==> src/rtl/ccsds_ldpc_pkg.sv <==
// Shared constants, code-length lookup and state encoding for the CCSDS LDPC
// encode/extract blocks.
package ccsds_ldpc_pkg;

    localparam int unsigned N_8160    = 8160;
    localparam int unsigned K_8160    = 7136;
    localparam int unsigned N_8176    = 8176;
    localparam int unsigned K_8176    = 7154;
    localparam int unsigned IDX_W     = 13;
    localparam int unsigned STANDER_W = 72;

    typedef enum logic {
        S_INFO   = 1'b0,
        S_PARITY = 1'b1
    } state_t;

    typedef struct packed {
        logic [IDX_W-1:0] n;
        logic [IDX_W-1:0] k;
        logic             valid;
    } code_dims_t;

    function automatic code_dims_t code_dims(input logic [STANDER_W-1:0] stander);
        code_dims_t d;
        d = '0;
        if (stander == "8160,7136") begin
            d.n     = IDX_W'(N_8160);
            d.k     = IDX_W'(K_8160);
            d.valid = 1'b1;
        end else if (stander == "8176,7154") begin
            d.n     = IDX_W'(N_8176);
            d.k     = IDX_W'(K_8176);
            d.valid = 1'b1;
        end
        return d;
    endfunction

endpackage

==> src/rtl/axis_skid_buf_1b.sv <==
// Two-entry skid buffer for a 1-bit AXI-Stream with tlast. Input ready comes
// only from the registered fill count, never from the downstream ready.
module axis_skid_buf_1b (
    input  logic i_clk,
    input  logic i_rst,
    input  logic i_s_tvalid,
    input  logic i_s_tdata,
    input  logic i_s_tlast,
    output logic o_s_tready,
    output logic o_m_tvalid,
    output logic o_m_tdata,
    output logic o_m_tlast,
    input  logic i_m_tready
);

    logic [1:0] r_cnt;
    logic       r_d0, r_l0, r_d1, r_l1;
    logic       w_push, w_pop;

    assign o_s_tready = (r_cnt != 2'd2);
    assign o_m_tvalid = (r_cnt != 2'd0);
    assign o_m_tdata  = r_d0;
    assign o_m_tlast  = r_l0;
    assign w_push     = i_s_tvalid && o_s_tready;
    assign w_pop      = o_m_tvalid && i_m_tready;

    // Entry 0 always feeds the output; it only changes when empty or popped.
    always_ff @(posedge i_clk) begin
        if (i_rst) begin
            r_cnt <= 2'd0;
            r_d0  <= 1'b0;
            r_l0  <= 1'b0;
            r_d1  <= 1'b0;
            r_l1  <= 1'b0;
        end else begin
            unique case ({w_push, w_pop})
                2'b10: begin
                    if (r_cnt == 2'd0) begin
                        r_d0 <= i_s_tdata;
                        r_l0 <= i_s_tlast;
                    end else begin
                        r_d1 <= i_s_tdata;
                        r_l1 <= i_s_tlast;
                    end
                    r_cnt <= r_cnt + 2'd1;
                end
                2'b01: begin
                    r_d0  <= r_d1;
                    r_l0  <= r_l1;
                    r_cnt <= r_cnt - 2'd1;
                end
                2'b11: begin
                    if (r_cnt == 2'd1) begin
                        r_d0 <= i_s_tdata;
                        r_l0 <= i_s_tlast;
                    end else begin
                        r_d0 <= r_d1;
                        r_l0 <= r_l1;
                        r_d1 <= i_s_tdata;
                        r_l1 <= i_s_tlast;
                    end
                end
                default: ;
            endcase
        end
    end

endmodule

==> src/rtl/ccsds_ldpc_info_extractor.sv <==
// Forwards the systematic bits of a hard-decision CCSDS LDPC codeword stream,
// drops parity, and checks frame alignment against the configured code length.
module ccsds_ldpc_info_extractor
    import ccsds_ldpc_pkg::*;
#(
    parameter logic [STANDER_W-1:0] stander = "8160,7136",
    parameter int unsigned          CNT_W   = 16
) (
    input  logic             clk,
    input  logic             rst,
    input  logic             s_axis_tdata,
    input  logic             s_axis_tvalid,
    output logic             s_axis_tready,
    input  logic             s_axis_tlast,
    output logic             m_axis_tdata,
    output logic             m_axis_tvalid,
    output logic             m_axis_tlast,
    input  logic             m_axis_tready,
    output logic             frame_err,
    output logic [CNT_W-1:0] frames_ok,
    output logic [CNT_W-1:0] frames_bad
);

    localparam code_dims_t       DIMS       = code_dims(stander);
    localparam logic [IDX_W-1:0] IDX_K_LAST = DIMS.k - IDX_W'(1);
    localparam logic [IDX_W-1:0] IDX_N_LAST = DIMS.n - IDX_W'(1);

    if (!DIMS.valid) begin : g_bad_stander
        $error("ccsds_ldpc_info_extractor: stander must be \"8160,7136\" or \"8176,7154\"");
    end

    state_t           r_state, w_state_nxt;
    logic [IDX_W-1:0] r_idx, w_idx_nxt;
    logic             w_s_tready, w_buf_ready;
    logic             w_push, w_push_last;
    logic             w_frame_ok, w_frame_bad;
    logic             r_frame_err;
    logic [CNT_W-1:0] r_frames_ok, r_frames_bad;

    always_comb begin
        w_state_nxt = r_state;
        w_idx_nxt   = r_idx;
        w_s_tready  = 1'b1;
        w_push      = 1'b0;
        w_push_last = 1'b0;
        w_frame_ok  = 1'b0;
        w_frame_bad = 1'b0;
        unique case (r_state)
            S_INFO: begin
                w_s_tready = w_buf_ready;
                if (s_axis_tvalid && w_buf_ready) begin
                    w_push      = 1'b1;
                    w_push_last = (r_idx == IDX_K_LAST) || s_axis_tlast;
                    if (s_axis_tlast) begin
                        // Any tlast before the parity section is a short frame.
                        w_frame_bad = 1'b1;
                        w_idx_nxt   = '0;
                    end else begin
                        w_idx_nxt = r_idx + 1'b1;
                        if (r_idx == IDX_K_LAST) begin
                            w_state_nxt = S_PARITY;
                        end
                    end
                end
            end
            S_PARITY: begin
                if (s_axis_tvalid) begin
                    if ((r_idx == IDX_N_LAST) || s_axis_tlast) begin
                        w_state_nxt = S_INFO;
                        w_idx_nxt   = '0;
                        if ((r_idx == IDX_N_LAST) && s_axis_tlast) begin
                            w_frame_ok = 1'b1;
                        end else begin
                            w_frame_bad = 1'b1;
                        end
                    end else begin
                        w_idx_nxt = r_idx + 1'b1;
                    end
                end
            end
            default: ;
        endcase
    end

    always_ff @(posedge clk) begin
        if (rst) begin
            r_state      <= S_INFO;
            r_idx        <= '0;
            r_frame_err  <= 1'b0;
            r_frames_ok  <= '0;
            r_frames_bad <= '0;
        end else begin
            r_state     <= w_state_nxt;
            r_idx       <= w_idx_nxt;
            r_frame_err <= w_frame_bad;
            if (w_frame_ok && (r_frames_ok != '1)) begin
                r_frames_ok <= r_frames_ok + 1'b1;
            end
            if (w_frame_bad && (r_frames_bad != '1)) begin
                r_frames_bad <= r_frames_bad + 1'b1;
            end
        end
    end

    axis_skid_buf_1b u_skid (
        .i_clk      (clk),
        .i_rst      (rst),
        .i_s_tvalid (w_push),
        .i_s_tdata  (s_axis_tdata),
        .i_s_tlast  (w_push_last),
        .o_s_tready (w_buf_ready),
        .o_m_tvalid (m_axis_tvalid),
        .o_m_tdata  (m_axis_tdata),
        .o_m_tlast  (m_axis_tlast),
        .i_m_tready (m_axis_tready)
    );

    assign s_axis_tready = w_s_tready;
    assign frame_err     = r_frame_err;
    assign frames_ok     = r_frames_ok;
    assign frames_bad    = r_frames_bad;

endmodule

==> config.mk <==
export PLATFORM = sky130hd
export DESIGN_NAME = ccsds_ldpc_info_extractor
export DESIGN_NICKNAME = d
export VERILOG_FILES = /design/src/rtl/ccsds_ldpc_pkg.sv /design/src/rtl/axis_skid_buf_1b.sv /design/src/rtl/ccsds_ldpc_info_extractor.sv
export SDC_FILE = /design/constraint.sdc
export NUM_CORES = 1
export LEC_CHECK = 0
export CORE_MARGIN = 5
export CORE_UTILIZATION = 31
export CTS_BUF_LIST = sky130_fd_sc_hd__clkbuf_8
export CTS_CLUSTER_SIZE = 8
export DETAILED_ROUTE_END_ITERATION = 10
export PLACE_DENSITY = 0.5
export SLEW_MARGIN = 30
export SYNTH_ARGS = -nofsm -noshare
export SYNTH_HDL_FRONTEND = slang
export SYNTH_SLANG_ARGS = --single-unit
export TNS_END_PERCENT = 1
==> constraint.sdc <==
create_clock -name clk -period 3.5 [get_ports clk]
set_input_delay 0.7 -clock clk [delete_from_list [all_inputs] [get_ports clk]]
set_output_delay 0.7 -clock clk [all_outputs]
set_load 0.005 [all_outputs]
==> key figures <==
Floorplanning
  • Die Y: 106 um
  • Num ports: 43
  • Die Area: approximately 11000 um^2
  • Starting Density: 0.313
  • Area of the core: 9110 um^2
  • Cell row count: 35
  • Die width: 106 um

Pwr
  • Switching share of power: 0.292
  • P_sw: between 0.0003 and 0.0004 W
  • Cell Pwr Density: roughly 390 nW/um^2
  • Combinational share of power: 0.229
  • Sequential Power Share: 0.488
  • Peak VDD IR: between 0.0002 and 0.00025 V
  • P_int: 0.000956 W
  • Pleak: 1.12 nW
  • Clock power share: 0.284

Critical path
  • R2R Path Start: r_idx[0]
  • WS Path Type: flip-flop to flip-flop
  • Critical path depth: 10
  • CP max stage delay: slightly below 0.6 ns
  • R2R setup slack: 0.47 ns
  • Crit. End Element: flip-flop
  • Req. time, crit path: roughly 3.8 ns
  • WP buf/inv: 1
  • Critical Path Start: r_idx[0]
  • Crit path launch type: flip-flop
  • FF-to-FF End: frames_ok[12]
  • Worst-path maximum fanout: 6
  • CP Capture Point: frames_ok[12]
  • WP data arrival: 3.27 ns
  • CP top delay family: simple AND/OR/NAND/NOR gates
  • Path depth of the worst reg2reg path: 10
  • Chain of cells forming the critical path: ha_1 -> nand4_1 -> or2_2 -> or3_1 -> inv_1 -> ha_1 -> and4_1 -> nand4_1 -> or4_1 -> a21oi_1
  • Slowest-stage cell, CP: or4_1

Run status
  • Status: finished, final reports clean

STA
  • Hold Violations, Final: 0
  • RSZ-0062 raised after global routing: false
  • Tightest Pin Transition: 0.825 ns
  • Tcrit/Tclk final: 0.866
  • Setup violations, final: 0
  • Final Skew: between 0.006 and 0.007 ns
  • Max transition margin: 0.445
  • Max Fclk: about 0.33 GHz
  • Setup TNS: 0 ns
  • Min Tclk post-route: between 3 and 4 ns
  • Fin Hold WS: approximately 0.48 ns
  • Pins Over Slew Limit: 0

Global routing
  • Number of global-route vias before repair: around 2.5k
  • Total track usage: 0.129
  • First-pass GRT wire length: between 10 and 15 mm
  • Initial antenna violation count: 0
  • Gr ovfl total: 0
  • Largest net degree at the start of global routing: 40

Finish
  • Area Growth Syn to Fin: 22.0%
  • Layout cells sized above 1: 0.0684
  • Antenna cells: 0
  • Multi-input gate area: 1660 um^2
  • Fin cells: around 500
  • FF+latch area: 1060 um^2
  • # fillers: ~950
  • Nets: approximately 400

Synth
  • Post-synthesis async set-or-reset flop share: 0
  • Netlist cell types: 52
  • EDFF count, synth: 0
  • Dominant synthesized flop cell: dfxtp_1
  • Area of the mapped netlist: ~2800 um^2
  • Yosys warning count: 0
  • Post-synth top area cell: dfxtp_1
  • FF+latch count, synth: between 50 and 60
  • Seq/Total Area, Yosys: 0.373
  • Mapped Cells: 340
  • Synthesized Nets: about 360
  • Synthesized area per cell: approximately 8.4 um^2
  • Top cell type's share of synthesized area: 0.373
  • Ranking of synthesized cells by area: dfxtp_1, ha_1, a21oi_1

Worst hold path
  • Hold Crit Depth: 2
  • Worst hold-check path type: flip-flop to flip-flop

Place
  • HPWL Detailed: roughly 5.2 mm
  • Placed Cells: 483
  • GPL Wtd Cong: between 0.7 and 0.8
  • Port Buf Inserts: between 40 and 50

Clock network
  • CTS tree: done
  • CTS sink cnt: 53
  • Clock Path Buffers: 2
  • Clock root buffer: clkbuf_8
  • Post-CTS setup buffer count: 0
  • TritonCTS Buffers: 5
  • Clock latency at the later pin of the worst-skew pair: 0.30 ns
  • Post-CTS Hold Buffers: 0
  • Post-CTS sizing: 0
  • Clk slew on worst S/H paths: roughly 0.10 ns
  • CTS H-tree lvls: 2

Drt
  • Drt first pass iters: 4
  • Via density: roughly 5.4
  • Post-route ant nets: 0
  • Via count: 2649
  • Routed wire per std cell: 14.4 um
  • DRC: 0
  • Initial drt markers: 123
  • Final wirelength: about 7 mm

Flow run
  • Max-cap violations: 0
## cells in the mapped netlist (5+ instances only)
cell type / number
clkbuf_1: 5
or3_1: 9
nor2_1: 26
nor3_1: 7
inv_1: 16
nand2_1: 26
a21oi_1: 26
or2_2: 5
ha_1: 11
xor2_1: 8
o21ai_0: 11
or4_1: 17
dfxtp_1: 53
nand4_1: 15
nand3_1: 16
and4_1: 5
o31ai_1: 16
o41ai_1: 5
## logic make-up (layout without fill, tap and decap cells)
kind of cell	Yosys count	after routing	synth area share
compound gates	79	79	0.182
xor+xnor	9	9	0.0277
fa+ha+maj	11	11	0.0483
buf+inv	31	71	0.0483
flops	53	53	0.373
mux	6	6	0.0224
simple gates	151	151	0.298
## tightest hold or removal path: stages (launching register included)
cell and delay [ns]:
dfxtp_1 0.32, nand3_1 0.06, o41ai_1 0.06
## how the worst min path moves through the flow
stage / start / endpoint / slack [ns]
after global placement: u_skid.r_l1 / u_skid.r_l1 / 0.45
after CTS: u_skid.r_l1 / u_skid.r_l1 / 0.48
after global routing: r_idx[1] / r_idx[1] / 0.52
final: u_skid.r_l1 / u_skid.r_l1 / 0.48
after detailed placement: u_skid.r_l1 / u_skid.r_l1 / 0.47
after floorplan: u_skid.r_l1 / u_skid.r_l1 / 0.44
## cells in the final DEF, fill, tap and decap left out, types with 7 or more instances in the layout
master / synthesis / layout
dfxtp_1: 53 / 53
nand2_1: 26 / 26
clkdlybuf4s50_1: 0 / 42
inv_1: 16 / 16
xor2_1: 8 / 8
o21ai_0: 11 / 11
nor3_1: 7 / 7
nand3_1: 16 / 16
o31ai_1: 16 / 16
ha_1: 11 / 11
a21oi_1: 26 / 26
or3_1: 9 / 9
or4_1: 17 / 17
nor2_1: 26 / 26
nand4_1: 15 / 15
clkbuf_8: 0 / 7
## area by class of cell
type                    instances  area share
multi-input cells             256       0.477
flip-flops and latches         53       0.305
repair buffers                 46       0.130
well taps                     111      0.0400
clock buffers                   7      0.0277
inverters                      17      0.0184
clock inverters                 1     0.00144
## routing by layer
metal / share of wire / global-route usage / vias to the layer above
li1: - / - / 1362
met1: 0.50 / 0.175 / 1230
met2: 0.45 / 0.210 / 52
met3: 0.036 / 0.0251 / 5
met4: 0.012 / 0.0324 / 0
met5: 0 / 0 / -
## flip-flops by register name, summed over array words and instances (netlist names), 2 cells and up
signal,count
frames_ok,16
u_skid.r_cnt,2
frames_bad,16
r_idx,13
## power by group through the flow
| stage | sequential [W] | combinational, W | clock [W] |
|---|---|---|---|
| final | 0.000658 | 0.000309 | 0.000383 |
| after floorplan | 0.000667 | 0.000211 | 0 |
| after global routing | 0.000664 | 0.000353 | 0.000429 |
| after detailed placement | 0.000674 | 0.000311 | 0 |
| after CTS | 0.000659 | 0.000313 | 0.000405 |
| after global placement | 0.000673 | 0.000307 | 0 |
## metrics by stage
step                total power [W]   util  cell area [um^2]  setup WS, ns
floorplan                  0.000878      -              2850         0.690
global placement           0.000979  0.369              3360         0.534
detailed placement         0.000984  0.370              3370         0.458
CTS                         0.00138  0.381              3470         0.434
global route                0.00145  0.381              3470         0.237
finish                      0.00135  0.381              3470         0.470
No activity file was read; power rests on OpenSTA's default activity.
